File: config.mk
export PLATFORM = sky130hd
export DESIGN_NAME = hazard_ctrl_unit_flat
export DESIGN_NICKNAME = d
export VERILOG_FILES = /design/src/rtl/cpu_pkg.sv /design/src/rtl/hazard_ctrl_unit_if.sv /design/src/rtl/hazard_ctrl_unit_fwd_sel.sv /design/src/rtl/hazard_ctrl_unit.sv /design/src/flat_wrapper.sv
export SDC_FILE = /design/constraint.sdc
export NUM_CORES = 1
export LEC_CHECK = 0
export BUFFER_PORTS_ARGS = -buffer_cell sky130_fd_sc_hd__buf_2
export CORE_MARGIN = 2
export CORE_UTILIZATION = 57
export CTS_BUF_LIST = sky130_fd_sc_hd__clkbuf_2 sky130_fd_sc_hd__clkbuf_4 sky130_fd_sc_hd__clkbuf_8
export CTS_CLUSTER_SIZE = 30
export DETAILED_ROUTE_END_ITERATION = 6
export PLACE_DENSITY = 0.95
export SLEW_MARGIN = 20
export SYNTH_ARGS = -nofsm -noshare
export SYNTH_HDL_FRONTEND = slang
export SYNTH_SLANG_ARGS = --single-unit
File: constraint.sdc
create_clock -name clk -period 7.5 [get_ports clk]
set_input_delay 1.5 -clock clk [delete_from_list [all_inputs] [get_ports clk]]
set_output_delay 1.5 -clock clk [all_outputs]
set_load 0.02 [all_outputs]
File: src/rtl/cpu_pkg.sv
// Shared pipeline definitions: register index width, forwarding-select
// encodings and the hazard controller state type.
package cpu_pkg;

    localparam int REG_IDX_W = 5;

    localparam logic [1:0] FWD_RF  = 2'b00;
    localparam logic [1:0] FWD_MEM = 2'b01;
    localparam logic [1:0] FWD_WB  = 2'b10;

    typedef enum logic [0:0] {
        RUN     = 1'b0,
        MD_WAIT = 1'b1
    } hz_state_e;

endpackage

File: src/rtl/hazard_ctrl_unit_if.sv
// Bundle of pipeline-side signals seen by the hazard controller.
// slave: the controller; master: whoever drives the pipeline fields.
interface hazard_ctrl_unit_if
    import cpu_pkg::*;
#(
    parameter int CNT_W = 32
);
    logic [REG_IDX_W-1:0] ID_rs;
    logic [REG_IDX_W-1:0] ID_rt;
    logic                 ID_UsesRs;
    logic                 ID_UsesRt;
    logic                 ID_Jump;
    logic [REG_IDX_W-1:0] EX_rs;
    logic [REG_IDX_W-1:0] EX_rt;
    logic [REG_IDX_W-1:0] EX_dst;
    logic                 EX_MemRead;
    logic                 EX_RegWrite;
    logic                 EX_BranchTaken;
    logic                 EX_MulDivStart;
    logic                 MEM_RegWrite;
    logic [REG_IDX_W-1:0] MEM_dst;
    logic                 WB_RegWrite;
    logic [REG_IDX_W-1:0] WB_dst;

    logic                 pc_stall;
    logic                 if_id_stall;
    logic                 if_id_flush;
    logic                 id_ex_stall;
    logic                 id_ex_flush;
    logic                 ex_mem_flush;
    logic [1:0]           fwd_a;
    logic [1:0]           fwd_b;
    logic                 md_busy;
    logic [CNT_W-1:0]     stall_cnt;
    logic [CNT_W-1:0]     flush_cnt;

    modport slave (
        input  ID_rs, ID_rt, ID_UsesRs, ID_UsesRt, ID_Jump,
        input  EX_rs, EX_rt, EX_dst, EX_MemRead, EX_RegWrite,
        input  EX_BranchTaken, EX_MulDivStart,
        input  MEM_RegWrite, MEM_dst, WB_RegWrite, WB_dst,
        output pc_stall, if_id_stall, if_id_flush, id_ex_stall, id_ex_flush,
        output ex_mem_flush, fwd_a, fwd_b, md_busy, stall_cnt, flush_cnt
    );

    modport master (
        output ID_rs, ID_rt, ID_UsesRs, ID_UsesRt, ID_Jump,
        output EX_rs, EX_rt, EX_dst, EX_MemRead, EX_RegWrite,
        output EX_BranchTaken, EX_MulDivStart,
        output MEM_RegWrite, MEM_dst, WB_RegWrite, WB_dst,
        input  pc_stall, if_id_stall, if_id_flush, id_ex_stall, id_ex_flush,
        input  ex_mem_flush, fwd_a, fwd_b, md_busy, stall_cnt, flush_cnt
    );

endinterface

File: src/rtl/hazard_ctrl_unit_fwd_sel.sv
// Forwarding select for one EX source operand. The younger MEM result
// wins over WB; register 0 is never forwarded.
module fwd_sel
    import cpu_pkg::*;
(
    input  logic [REG_IDX_W-1:0] src_i,
    input  logic                 mem_we_i,
    input  logic [REG_IDX_W-1:0] mem_dst_i,
    input  logic                 wb_we_i,
    input  logic [REG_IDX_W-1:0] wb_dst_i,
    output logic [1:0]           sel_o
);

    // Pick the newest in-flight producer of src_i.
    always_comb begin
        sel_o = FWD_RF;
        if (mem_we_i && (mem_dst_i != '0) && (mem_dst_i == src_i)) begin
            sel_o = FWD_MEM;
        end else if (wb_we_i && (wb_dst_i != '0) && (wb_dst_i == src_i)) begin
            sel_o = FWD_WB;
        end
    end

endmodule

File: src/rtl/hazard_ctrl_unit.sv
// Hazard controller sitting after the ID/EX register: stalls and flushes
// the front of the pipeline, holds mul/div in EX for MD_LATENCY cycles,
// selects EX operand forwarding and counts stall cycles / branch flushes.
module hazard_ctrl_unit
    import cpu_pkg::*;
#(
    parameter int MD_LATENCY = 32,  // must be >= 2
    parameter int CNT_W      = 32
)(
    input  logic             clk,
    input  logic             rst,
    hazard_ctrl_unit_if.slave hz
);

    localparam int MD_CNT_W = $clog2(MD_LATENCY + 1);

    hz_state_e           state_q, state_d;
    logic [MD_CNT_W-1:0] md_cnt_q, md_cnt_d;
    logic [CNT_W-1:0]    stall_cnt_q, stall_cnt_d;
    logic [CNT_W-1:0]    flush_cnt_q, flush_cnt_d;

    logic       load_use;
    logic       branch_flush;
    logic       pc_stall, if_id_stall, if_id_flush;
    logic       id_ex_stall, id_ex_flush, ex_mem_flush, md_busy;
    logic [1:0] fwd_a_raw, fwd_b_raw;

    // A load in EX whose destination is read by the instruction in ID.
    assign load_use = hz.EX_MemRead && hz.EX_RegWrite && (hz.EX_dst != '0) &&
                      ((hz.ID_UsesRs && (hz.ID_rs == hz.EX_dst)) ||
                       (hz.ID_UsesRt && (hz.ID_rt == hz.EX_dst)));

    // Stall/flush decode and next state; reset forces a full bubble.
    always_comb begin
        state_d      = state_q;
        md_cnt_d     = md_cnt_q;
        branch_flush = 1'b0;
        pc_stall     = 1'b0;
        if_id_stall  = 1'b0;
        if_id_flush  = 1'b0;
        id_ex_stall  = 1'b0;
        id_ex_flush  = 1'b0;
        ex_mem_flush = 1'b0;
        md_busy      = 1'b0;
        if (rst) begin
            if_id_flush  = 1'b1;
            id_ex_flush  = 1'b1;
            ex_mem_flush = 1'b1;
        end else begin
            case (state_q)
                RUN: begin
                    if (hz.EX_BranchTaken) begin
                        // Wrong-path instructions in IF/ID and ID/EX die.
                        if_id_flush  = 1'b1;
                        id_ex_flush  = 1'b1;
                        branch_flush = 1'b1;
                    end else if (hz.EX_MulDivStart) begin
                        pc_stall     = 1'b1;
                        if_id_stall  = 1'b1;
                        id_ex_stall  = 1'b1;
                        ex_mem_flush = 1'b1;
                        md_busy      = 1'b1;
                        md_cnt_d     = MD_CNT_W'(MD_LATENCY - 1);
                        state_d      = MD_WAIT;
                    end else if (load_use) begin
                        // Jump in ID is held, not flushed; it retries next cycle.
                        pc_stall     = 1'b1;
                        if_id_stall  = 1'b1;
                        id_ex_flush  = 1'b1;
                    end else if (hz.ID_Jump) begin
                        if_id_flush  = 1'b1;
                    end
                end
                MD_WAIT: begin
                    md_busy  = 1'b1;
                    md_cnt_d = md_cnt_q - MD_CNT_W'(1);
                    if (md_cnt_q > MD_CNT_W'(1)) begin
                        pc_stall     = 1'b1;
                        if_id_stall  = 1'b1;
                        id_ex_stall  = 1'b1;
                        ex_mem_flush = 1'b1;
                    end else begin
                        // Last EX cycle: let the mul/div move on to MEM.
                        state_d = RUN;
                    end
                end
                default: state_d = RUN;
            endcase
        end
        stall_cnt_d = stall_cnt_q + CNT_W'(pc_stall);
        flush_cnt_d = flush_cnt_q + CNT_W'(branch_flush);
    end

    // State, mul/div residency counter and performance counters.
    always_ff @(posedge clk) begin
        if (rst) begin
            state_q     <= RUN;
            md_cnt_q    <= '0;
            stall_cnt_q <= '0;
            flush_cnt_q <= '0;
        end else begin
            state_q     <= state_d;
            md_cnt_q    <= md_cnt_d;
            stall_cnt_q <= stall_cnt_d;
            flush_cnt_q <= flush_cnt_d;
        end
    end

    fwd_sel u_fwd_a (
        .src_i     (hz.EX_rs),
        .mem_we_i  (hz.MEM_RegWrite),
        .mem_dst_i (hz.MEM_dst),
        .wb_we_i   (hz.WB_RegWrite),
        .wb_dst_i  (hz.WB_dst),
        .sel_o     (fwd_a_raw)
    );

    fwd_sel u_fwd_b (
        .src_i     (hz.EX_rt),
        .mem_we_i  (hz.MEM_RegWrite),
        .mem_dst_i (hz.MEM_dst),
        .wb_we_i   (hz.WB_RegWrite),
        .wb_dst_i  (hz.WB_dst),
        .sel_o     (fwd_b_raw)
    );

    assign hz.pc_stall     = pc_stall;
    assign hz.if_id_stall  = if_id_stall;
    assign hz.if_id_flush  = if_id_flush;
    assign hz.id_ex_stall  = id_ex_stall;
    assign hz.id_ex_flush  = id_ex_flush;
    assign hz.ex_mem_flush = ex_mem_flush;
    assign hz.md_busy      = md_busy;
    assign hz.fwd_a        = rst ? FWD_RF : fwd_a_raw;
    assign hz.fwd_b        = rst ? FWD_RF : fwd_b_raw;
    assign hz.stall_cnt    = stall_cnt_q;
    assign hz.flush_cnt    = flush_cnt_q;

endmodule

File: src/flat_wrapper.sv
// flat-port wrapper written by rule: the top's interface ports become plain ports
module hazard_ctrl_unit_flat import cpu_pkg::*;
#(
    parameter int MD_LATENCY = 32,                 
    parameter int CNT_W      = 32
)
  (clk, rst, hz_ID_rs, hz_ID_rt, hz_ID_UsesRs, hz_ID_UsesRt, hz_ID_Jump, hz_EX_rs, hz_EX_rt, hz_EX_dst, hz_EX_MemRead, hz_EX_RegWrite, hz_EX_BranchTaken, hz_EX_MulDivStart, hz_MEM_RegWrite, hz_MEM_dst, hz_WB_RegWrite, hz_WB_dst, hz_pc_stall, hz_if_id_stall, hz_if_id_flush, hz_id_ex_stall, hz_id_ex_flush, hz_ex_mem_flush, hz_fwd_a, hz_fwd_b, hz_md_busy, hz_stall_cnt, hz_flush_cnt);
  hazard_ctrl_unit_if #(.CNT_W(CNT_W)) hz_i ();
  input  logic clk;
  input  logic rst;
  input wire logic [$bits(hz_i.ID_rs)-1:0] hz_ID_rs;
  input wire logic [$bits(hz_i.ID_rt)-1:0] hz_ID_rt;
  input wire logic [$bits(hz_i.ID_UsesRs)-1:0] hz_ID_UsesRs;
  input wire logic [$bits(hz_i.ID_UsesRt)-1:0] hz_ID_UsesRt;
  input wire logic [$bits(hz_i.ID_Jump)-1:0] hz_ID_Jump;
  input wire logic [$bits(hz_i.EX_rs)-1:0] hz_EX_rs;
  input wire logic [$bits(hz_i.EX_rt)-1:0] hz_EX_rt;
  input wire logic [$bits(hz_i.EX_dst)-1:0] hz_EX_dst;
  input wire logic [$bits(hz_i.EX_MemRead)-1:0] hz_EX_MemRead;
  input wire logic [$bits(hz_i.EX_RegWrite)-1:0] hz_EX_RegWrite;
  input wire logic [$bits(hz_i.EX_BranchTaken)-1:0] hz_EX_BranchTaken;
  input wire logic [$bits(hz_i.EX_MulDivStart)-1:0] hz_EX_MulDivStart;
  input wire logic [$bits(hz_i.MEM_RegWrite)-1:0] hz_MEM_RegWrite;
  input wire logic [$bits(hz_i.MEM_dst)-1:0] hz_MEM_dst;
  input wire logic [$bits(hz_i.WB_RegWrite)-1:0] hz_WB_RegWrite;
  input wire logic [$bits(hz_i.WB_dst)-1:0] hz_WB_dst;
  output wire logic [$bits(hz_i.pc_stall)-1:0] hz_pc_stall;
  output wire logic [$bits(hz_i.if_id_stall)-1:0] hz_if_id_stall;
  output wire logic [$bits(hz_i.if_id_flush)-1:0] hz_if_id_flush;
  output wire logic [$bits(hz_i.id_ex_stall)-1:0] hz_id_ex_stall;
  output wire logic [$bits(hz_i.id_ex_flush)-1:0] hz_id_ex_flush;
  output wire logic [$bits(hz_i.ex_mem_flush)-1:0] hz_ex_mem_flush;
  output wire logic [$bits(hz_i.fwd_a)-1:0] hz_fwd_a;
  output wire logic [$bits(hz_i.fwd_b)-1:0] hz_fwd_b;
  output wire logic [$bits(hz_i.md_busy)-1:0] hz_md_busy;
  output wire logic [$bits(hz_i.stall_cnt)-1:0] hz_stall_cnt;
  output wire logic [$bits(hz_i.flush_cnt)-1:0] hz_flush_cnt;
  assign hz_i.ID_rs = hz_ID_rs;
  assign hz_i.ID_rt = hz_ID_rt;
  assign hz_i.ID_UsesRs = hz_ID_UsesRs;
  assign hz_i.ID_UsesRt = hz_ID_UsesRt;
  assign hz_i.ID_Jump = hz_ID_Jump;
  assign hz_i.EX_rs = hz_EX_rs;
  assign hz_i.EX_rt = hz_EX_rt;
  assign hz_i.EX_dst = hz_EX_dst;
  assign hz_i.EX_MemRead = hz_EX_MemRead;
  assign hz_i.EX_RegWrite = hz_EX_RegWrite;
  assign hz_i.EX_BranchTaken = hz_EX_BranchTaken;
  assign hz_i.EX_MulDivStart = hz_EX_MulDivStart;
  assign hz_i.MEM_RegWrite = hz_MEM_RegWrite;
  assign hz_i.MEM_dst = hz_MEM_dst;
  assign hz_i.WB_RegWrite = hz_WB_RegWrite;
  assign hz_i.WB_dst = hz_WB_dst;
  assign hz_pc_stall = hz_i.pc_stall;
  assign hz_if_id_stall = hz_i.if_id_stall;
  assign hz_if_id_flush = hz_i.if_id_flush;
  assign hz_id_ex_stall = hz_i.id_ex_stall;
  assign hz_id_ex_flush = hz_i.id_ex_flush;
  assign hz_ex_mem_flush = hz_i.ex_mem_flush;
  assign hz_fwd_a = hz_i.fwd_a;
  assign hz_fwd_b = hz_i.fwd_b;
  assign hz_md_busy = hz_i.md_busy;
  assign hz_stall_cnt = hz_i.stall_cnt;
  assign hz_flush_cnt = hz_i.flush_cnt;
  hazard_ctrl_unit #(.MD_LATENCY(MD_LATENCY), .CNT_W(CNT_W)) u_core (.clk(clk), .rst(rst), .hz(hz_i));
endmodule
==> results of run 1 <==
-- logic make-up (layout without fill, tap and decap cells) --
family	Yosys count	in the layout	synth area share [%]
AO/OA/AOI/OAI	76	76	12.0
XOR/XNOR	54	54	12.4
adder cells (fa/ha/maj)	6	6	1.96
buffers and inverters	34	151	4.35
flip-flops	71	71	37.2
multiplexers	11	11	3.24
AND/OR/NAND/NOR	201	201	28.9
-- worst paths after layout --
path,end,slack (ns),cells past startpoint
worst max-delay path,hz_fwd_b[1],2.99,6
worst min-delay path,u_core.md_cnt_q[2]$_SDFFE_PP0P_,0.50,2
worst max register to register,u_core.hz.stall_cnt[22]$_SDFF_PP0_,3.60,11
worst min register to register,u_core.md_cnt_q[2]$_SDFFE_PP0P_,0.50,2
-- through the flow --
stage	power (W)	cell area, um^2
after floorplan	0.000445	3820
after global placement	0.000470	4410
after detailed placement	0.000474	4410
after CTS	0.000825	4650
after global routing	0.000849	4650
final	0.000821	4650
-- flip-flops by register name (all words and copies together), names as in the netlist --
signal	cells
u_core.md_cnt_q	6
u_core.hz.stall_cnt	32
u_core.hz.flush_cnt	32
u_core.state_q	1
-- worst max-delay path: stages --
cell and delay [ns]:
buf_2 0.12, or4_1 0.51, o21ai_0 0.37, nor3_1 0.12
nor3_1 0.20, buf_2 0.19
-- layout make-up --
type	count	area share [%]
Clock buffer	12	3.42
Clock inverter	4	1.64
Inverter	14	1.13
Multi-Input combinational cell	348	48.1
Sequential cell	71	30.6
Tap cell	77	2.07
Timing Repair Buffer	121	13.1
-- routing by layer --
metal	routed length (um)	vias to the layer above	part of all wire [%]	global-route usage, %
met2	4940	137	52	46.4
met1	4020	1820	42	30.9
met4	160	0	1.7	9.81
met3	433	17	4.5	4.23
met5	0	-	0	0
li1	-	1845	-	-
-- placed cells by master, fill, tap and decap left out, drive strengths merged, types with 14 or more instances in the layout --
cell type  Yosys  layout
nor2          43      43
or4           18      18
xnor2         21      21
o31ai         14      14
nand3         23      23
nor3          15      15
dfxtp         71      71
inv           14      15
nor2b         16      16
buf            7     121
nand2         23      23
o21ai         16      16
nand4         16      16
xor2          33      33
a21oi         32      32
-- power groups by stage --
stage / Combinational [W] / Clock (W) / Sequential (W)
3_3_place_gp: 0.0000740 / 0 / 0.000396
5_1_grt: 0.0000858 / 0.000375 / 0.000388
6_report: 0.0000780 / 0.000355 / 0.000387
4_1_cts: 0.0000778 / 0.000360 / 0.000387
3_5_place_dp: 0.0000777 / 0 / 0.000396
2_1_floorplan: 0.0000484 / 0 / 0.000396
==> flow_metrics.tcl, run 1 <==
set metrics [dict create \
    fp.dieArea_um2 7380 \
    synth_cells 453 \
    drt_iter0_markers 175 \
    ys_async_sr_fraction_pct 0 \
    hold_buffers 0 \
    fin_setup_tns_ns 0 \
    yosys.cell_count.top_type "dfxtp_1" \
    clock-sinks 71 \
    cts-buffers-inserted 9 \
    grt-ovfl-total 0 \
    peakVddDrop_mv 0.101 \
    status "complete, but fails checks" \
    pwr-share-comb_pct 9.5 \
    post-place-cells 631 \
    die_y_um 85.9 \
    swShare_pct 23.7 \
    reg2reg_from "u_core.md_cnt_q[0]$_SDFFE_PP0P_" \
    hold_class "register to register" \
    yosys_register_bits 71 \
    p_leak_nw 1.92 \
    place.gp.congestion 0.992 \
    worst-setup-path-type "primary input to primary output" \
    ant_nets 0 \
    final-setup-viol-count 0 \
    layout_setup_ws_ns 2.99 \
    multi_input_area_um2 2230 \
    power.switching_w 0.000195 \
    area_growth_syn_to_layout_pct 21.6 \
    cp.arrival_ns 3.01 \
    nets 617 \
    power.density_nw_per_um2 177 \
    worstSetupStartpointType "primary input" \
    hold_slack_ns 0.502 \
    tightest_slew_ns 0.873 \
    die_x_um 85.9 \
    num_antenna_cells 0 \
    grt_pass1_vias 3474 \
    fin_util_pct 72.4 \
    dp_slack_ns 2.81 \
    max_freq_ghz 0.222 \
    netlist_area_um2 3820 \
    fillers 484 \
    maxCapViolCount 0 \
    core-area_um2 6420 \
    numPortBuffers 120 \
    num_io_pins 121 \
    clockPowerShare_pct 43.3 \
    dp_hpwl_um 6920 \
    instances_no_fill 647 \
    drv_slew 0 \
    critPathLaunch "hz_MEM_dst[0]" \
    grt_max_degree 88 \
    clock_skew_ns 0.0117 \
    clk_latency_ns 0.35 \
    routed_wl_um 9550 \
    worstHoldStart "u_core.md_cnt_q[2]$_SDFFE_PP0P_" \
    synth_area_per_cell_um2 8.44 \
    grtUsageTotal_pct 25.9 \
    grt_setup_unrepaired "no" \
    violations "design-rule violations" \
    end_kind "primary output" \
    clock-root-buffer "clkbuf_8" \
    relSlewSlack_pct 41.8 \
    ys_seq_area_share_pct 37.2 \
    synth_top_area_share_pct 37.2 \
    ctsResizeCount 0 \
    netlist-cell-type-count 44 \
    antenna_found_initial 0 \
    first_pass_iters 7 \
    p_int_w 0.000626 \
    synth_edf_count 0 \
    cts_buffer_depth 2 \
    synth_nets 505 \
    start_util_pct 59.5 \
    crit_required_ns 6.00 \
    drive_above_1_share_pct 27.4 \
    rows 29 \
    cts_setup_buffers 0 \
    viasPerCell 5.90 \
    synth.area.top_cells "dfxtp_1, xor2_1, xnor2_1" \
    post_drt_wl_per_cell_um 14.8 \
    power.share.sequential_pct 47.2 \
    synth.largest_area_cell "dfxtp_1" \
    final-hold-violation-count 0 \
    vias 3819 \
    period_minus_slack_ns 4.51 \
    ff_latch_area_um2 1420 \
    yosysWarnings 0 \
    grt_pass1_wl_um 15500 \
    clk_pin_slew_ns 0.07 \
    cts_tree "yes" \
    crit_path_max_fanout 4 \
    synth_common_cells "dfxtp_1, nor2_1, xor2_1" \
    period_share_pct 60.2 \
    cts_max_level 3 \
    post-route-drc-count 7 \
    ys.flop_type "dfxtp_1" \
]
Power figures use the tool's default switching activity.
==> run 2, diff against run 1 <==
--- a/config.mk
+++ b/config.mk
@@ -7,11 +7,11 @@
 export LEC_CHECK = 0
 export BUFFER_PORTS_ARGS = -buffer_cell sky130_fd_sc_hd__buf_2
 export CORE_MARGIN = 2
-export CORE_UTILIZATION = 57
+export CORE_UTILIZATION = 48
 export CTS_BUF_LIST = sky130_fd_sc_hd__clkbuf_2 sky130_fd_sc_hd__clkbuf_4 sky130_fd_sc_hd__clkbuf_8
 export CTS_CLUSTER_SIZE = 30
 export DETAILED_ROUTE_END_ITERATION = 6
-export PLACE_DENSITY = 0.95
+export PLACE_DENSITY = 0.91
 export SLEW_MARGIN = 20
 export SYNTH_ARGS = -nofsm -noshare
 export SYNTH_HDL_FRONTEND = slang
==> constraint.sdc (replaced) <==
create_clock -name clk -period 3.8 [get_ports clk]
set_input_delay 0.76 -clock clk [delete_from_list [all_inputs] [get_ports clk]]
set_output_delay 0.76 -clock clk [all_outputs]
set_load 0.02 [all_outputs]
==> flow_metrics.tcl, run 2 (synthesis gave the netlist of run 1 again) <==
set metrics [dict create \
    hold_depth 2 \
    max_freq_ghz 0.291 \
    reg2reg_from "u_core.md_cnt_q[0]$_SDFFE_PP0P_" \
    final_cell_mix "buf_2, dfxtp_1, nor2_1, xor2_1, a21oi_1" \
    post_drt_wl_per_cell_um 13.8 \
    cts_max_level 3 \
    rows 32 \
    period_share_pct 90.4 \
    antenna_found_initial 0 \
    crit_required_ns 4.02 \
    r2r-end "u_core.hz.stall_cnt[22]$_SDFF_PP0_" \
    worst-path-buf-inv 2 \
    first_pass_iters 4 \
    start_util_pct 49.5 \
    maxCapViolCount 0 \
    post-place-cells 658 \
    end_kind "register" \
    path_common_cell "ha_1" \
    grtUsageTotal_pct 21.3 \
    numPortBuffers 120 \
    post-route-drc-count 0 \
    dp_slack_ns 0.262 \
    clk_latency_ns 0.33 \
    vias 3779 \
    ctsResizeCount 0 \
    area_growth_syn_to_layout_pct 21.4 \
    grt_max_degree 87 \
    cts-buffers-inserted 9 \
    fp.dieArea_um2 8690 \
    grt_pass1_wl_um 15100 \
    layout_setup_ws_ns 0.364 \
    clock_skew_ns 0.00437 \
    grt_pass1_vias 3449 \
    core-area_um2 7730 \
    clk_pin_slew_ns 0.07 \
    cts_tree "yes" \
    worst-setup-path-type "register to register" \
    rrSetupSlack_ns 0.36 \
    hold_buffers 0 \
    crit_end "u_core.hz.stall_cnt[22]$_SDFF_PP0_" \
    peakVddDrop_mv 0.195 \
    final-hold-violation-count 0 \
    grt_setup_unrepaired "no" \
    fin_setup_tns_ns 0 \
    hold_class "register to register" \
    routed_wl_um 9310 \
    ant_nets 0 \
    grt-ovfl-total 0 \
    tightest_slew_ns 0.859 \
    status "finished, final reports clean" \
    cp_cell_sequence "inv_1 > ha_1 > o2111ai_1 > or3b_2 > o21bai_1 > ha_1 > ha_1 > and4_1 > nand4_1 > buf_4 > nor4_1 > mux2_2" \
    viasPerCell 5.62 \
    critical_path_depth 12 \
    die_y_um 93.2 \
    instances_no_fill 673 \
    num_io_pins 121 \
    cts_setup_buffers 0 \
    path_delay_family "simple AND/OR/NAND/NOR gates" \
    crit_path_max_fanout 13 \
    worst_path_largest_cell_delay_ns 0.47 \
    drt_iter0_markers 133 \
    die_x_um 93.2 \
    dp_hpwl_um 7000 \
    power.density_nw_per_um2 320 \
    critPathLaunch "u_core.md_cnt_q[0]$_SDFFE_PP0P_" \
    cts_buffer_depth 2 \
    hold_slack_ns 0.492 \
    reg2reg_depth 12 \
    p_leak_nw 1.91 \
    drv_slew 0 \
    place.gp.congestion 0.921 \
    cp.arrival_ns 3.66 \
    period_minus_slack_ns 3.44 \
    slowest_stage "or3b_2" \
    worstSetupStartpointType "register" \
    power.total_w 0.00149 \
    clock-root-buffer "clkbuf_8" \
    nets 619 \
    drive_above_1_share_pct 27.5 \
    num_antenna_cells 0 \
    relSlewSlack_pct 42.7 \
    final_common_cell "buf_2" \
    clock-sinks 71 \
    final-setup-viol-count 0 \
]
-- run 2: changes by cell type in the layout (fill, tap and decap cells not counted) --
| cell | delta |
|---|---|
| buf_4 | +2 |
| clkbuf_8 | -2 |
| clkinvlp_4 | -1 |
| clkinv_2 | +4 |
| inv_6 | -1 |
| bufinv_16 | -1 |
-- run 2: final cells by class --
| class | instances | area, um^2 |
|---|---|---|
| Clock inverter | 5 | 50.0 |
| Tap cell | 102 | 128 |
| Clock buffer | 10 | 131 |
| Timing Repair Buffer | 123 | 623 |
| Fill cell | 658 | 3090 |
| Sequential cell | 71 | 1420 |
| Inverter | 14 | 52.6 |
| Multi-Input combinational cell | 348 | 2230 |
-- run 2: stage by stage --
stage               area (um^2)  util, %
floorplan                  3820        -
global placement           4460     57.7
detailed placement         4460     57.7
CTS                        4640     60.1
global route               4640     60.1
finish                     4640     60.1
-- run 2: report_power, final --
| part | switching (W) | leakage (nW) | internal (W) |
|---|---|---|---|
| Sequential | 0.0000102 | 0.574 | 0.000754 |
| Clock | 0.000267 | 0.0991 | 0.000303 |
| Combinational | 0.0000867 | 1.23 | 0.0000662 |
-- run 2: how the worst min path moves through the flow --
stage | start | to | slack (ns)
final | u_core.md_cnt_q[2]$_SDFFE_PP0P_ | u_core.md_cnt_q[2]$_SDFFE_PP0P_ | 0.49
after global routing | u_core.md_cnt_q[2]$_SDFFE_PP0P_ | u_core.md_cnt_q[2]$_SDFFE_PP0P_ | 0.52
after CTS | u_core.md_cnt_q[2]$_SDFFE_PP0P_ | u_core.md_cnt_q[2]$_SDFFE_PP0P_ | 0.50
after detailed placement | u_core.md_cnt_q[2]$_SDFFE_PP0P_ | u_core.md_cnt_q[2]$_SDFFE_PP0P_ | 0.49
after global placement | u_core.hz.flush_cnt[31]$_SDFF_PP0_ | u_core.hz.flush_cnt[31]$_SDFF_PP0_ | 0.47
after floorplan | u_core.md_cnt_q[2]$_SDFFE_PP0P_ | u_core.md_cnt_q[2]$_SDFFE_PP0P_ | 0.46
-- run 2: worst reg2reg max path, cell delays in order, from the launching register on --
cell,delay (ns)
dfxtp_1,0.40
inv_1,0.07
ha_1,0.25
o2111ai_1,0.31
or3b_2,0.47
o21bai_1,0.21
ha_1,0.23
ha_1,0.21
and4_1,0.29
nand4_1,0.12
buf_4,0.19
nor4_1,0.20
mux2_2,0.37
-- run 2: per-layer routing --
metal,track usage [%],vias up,routed length [um]
li1,-,1864,-
met1,25.6,1745,3850
met2,37.4,149,4690
met3,3.30,21,544
met4,9.31,0,218
met5,0,-,0
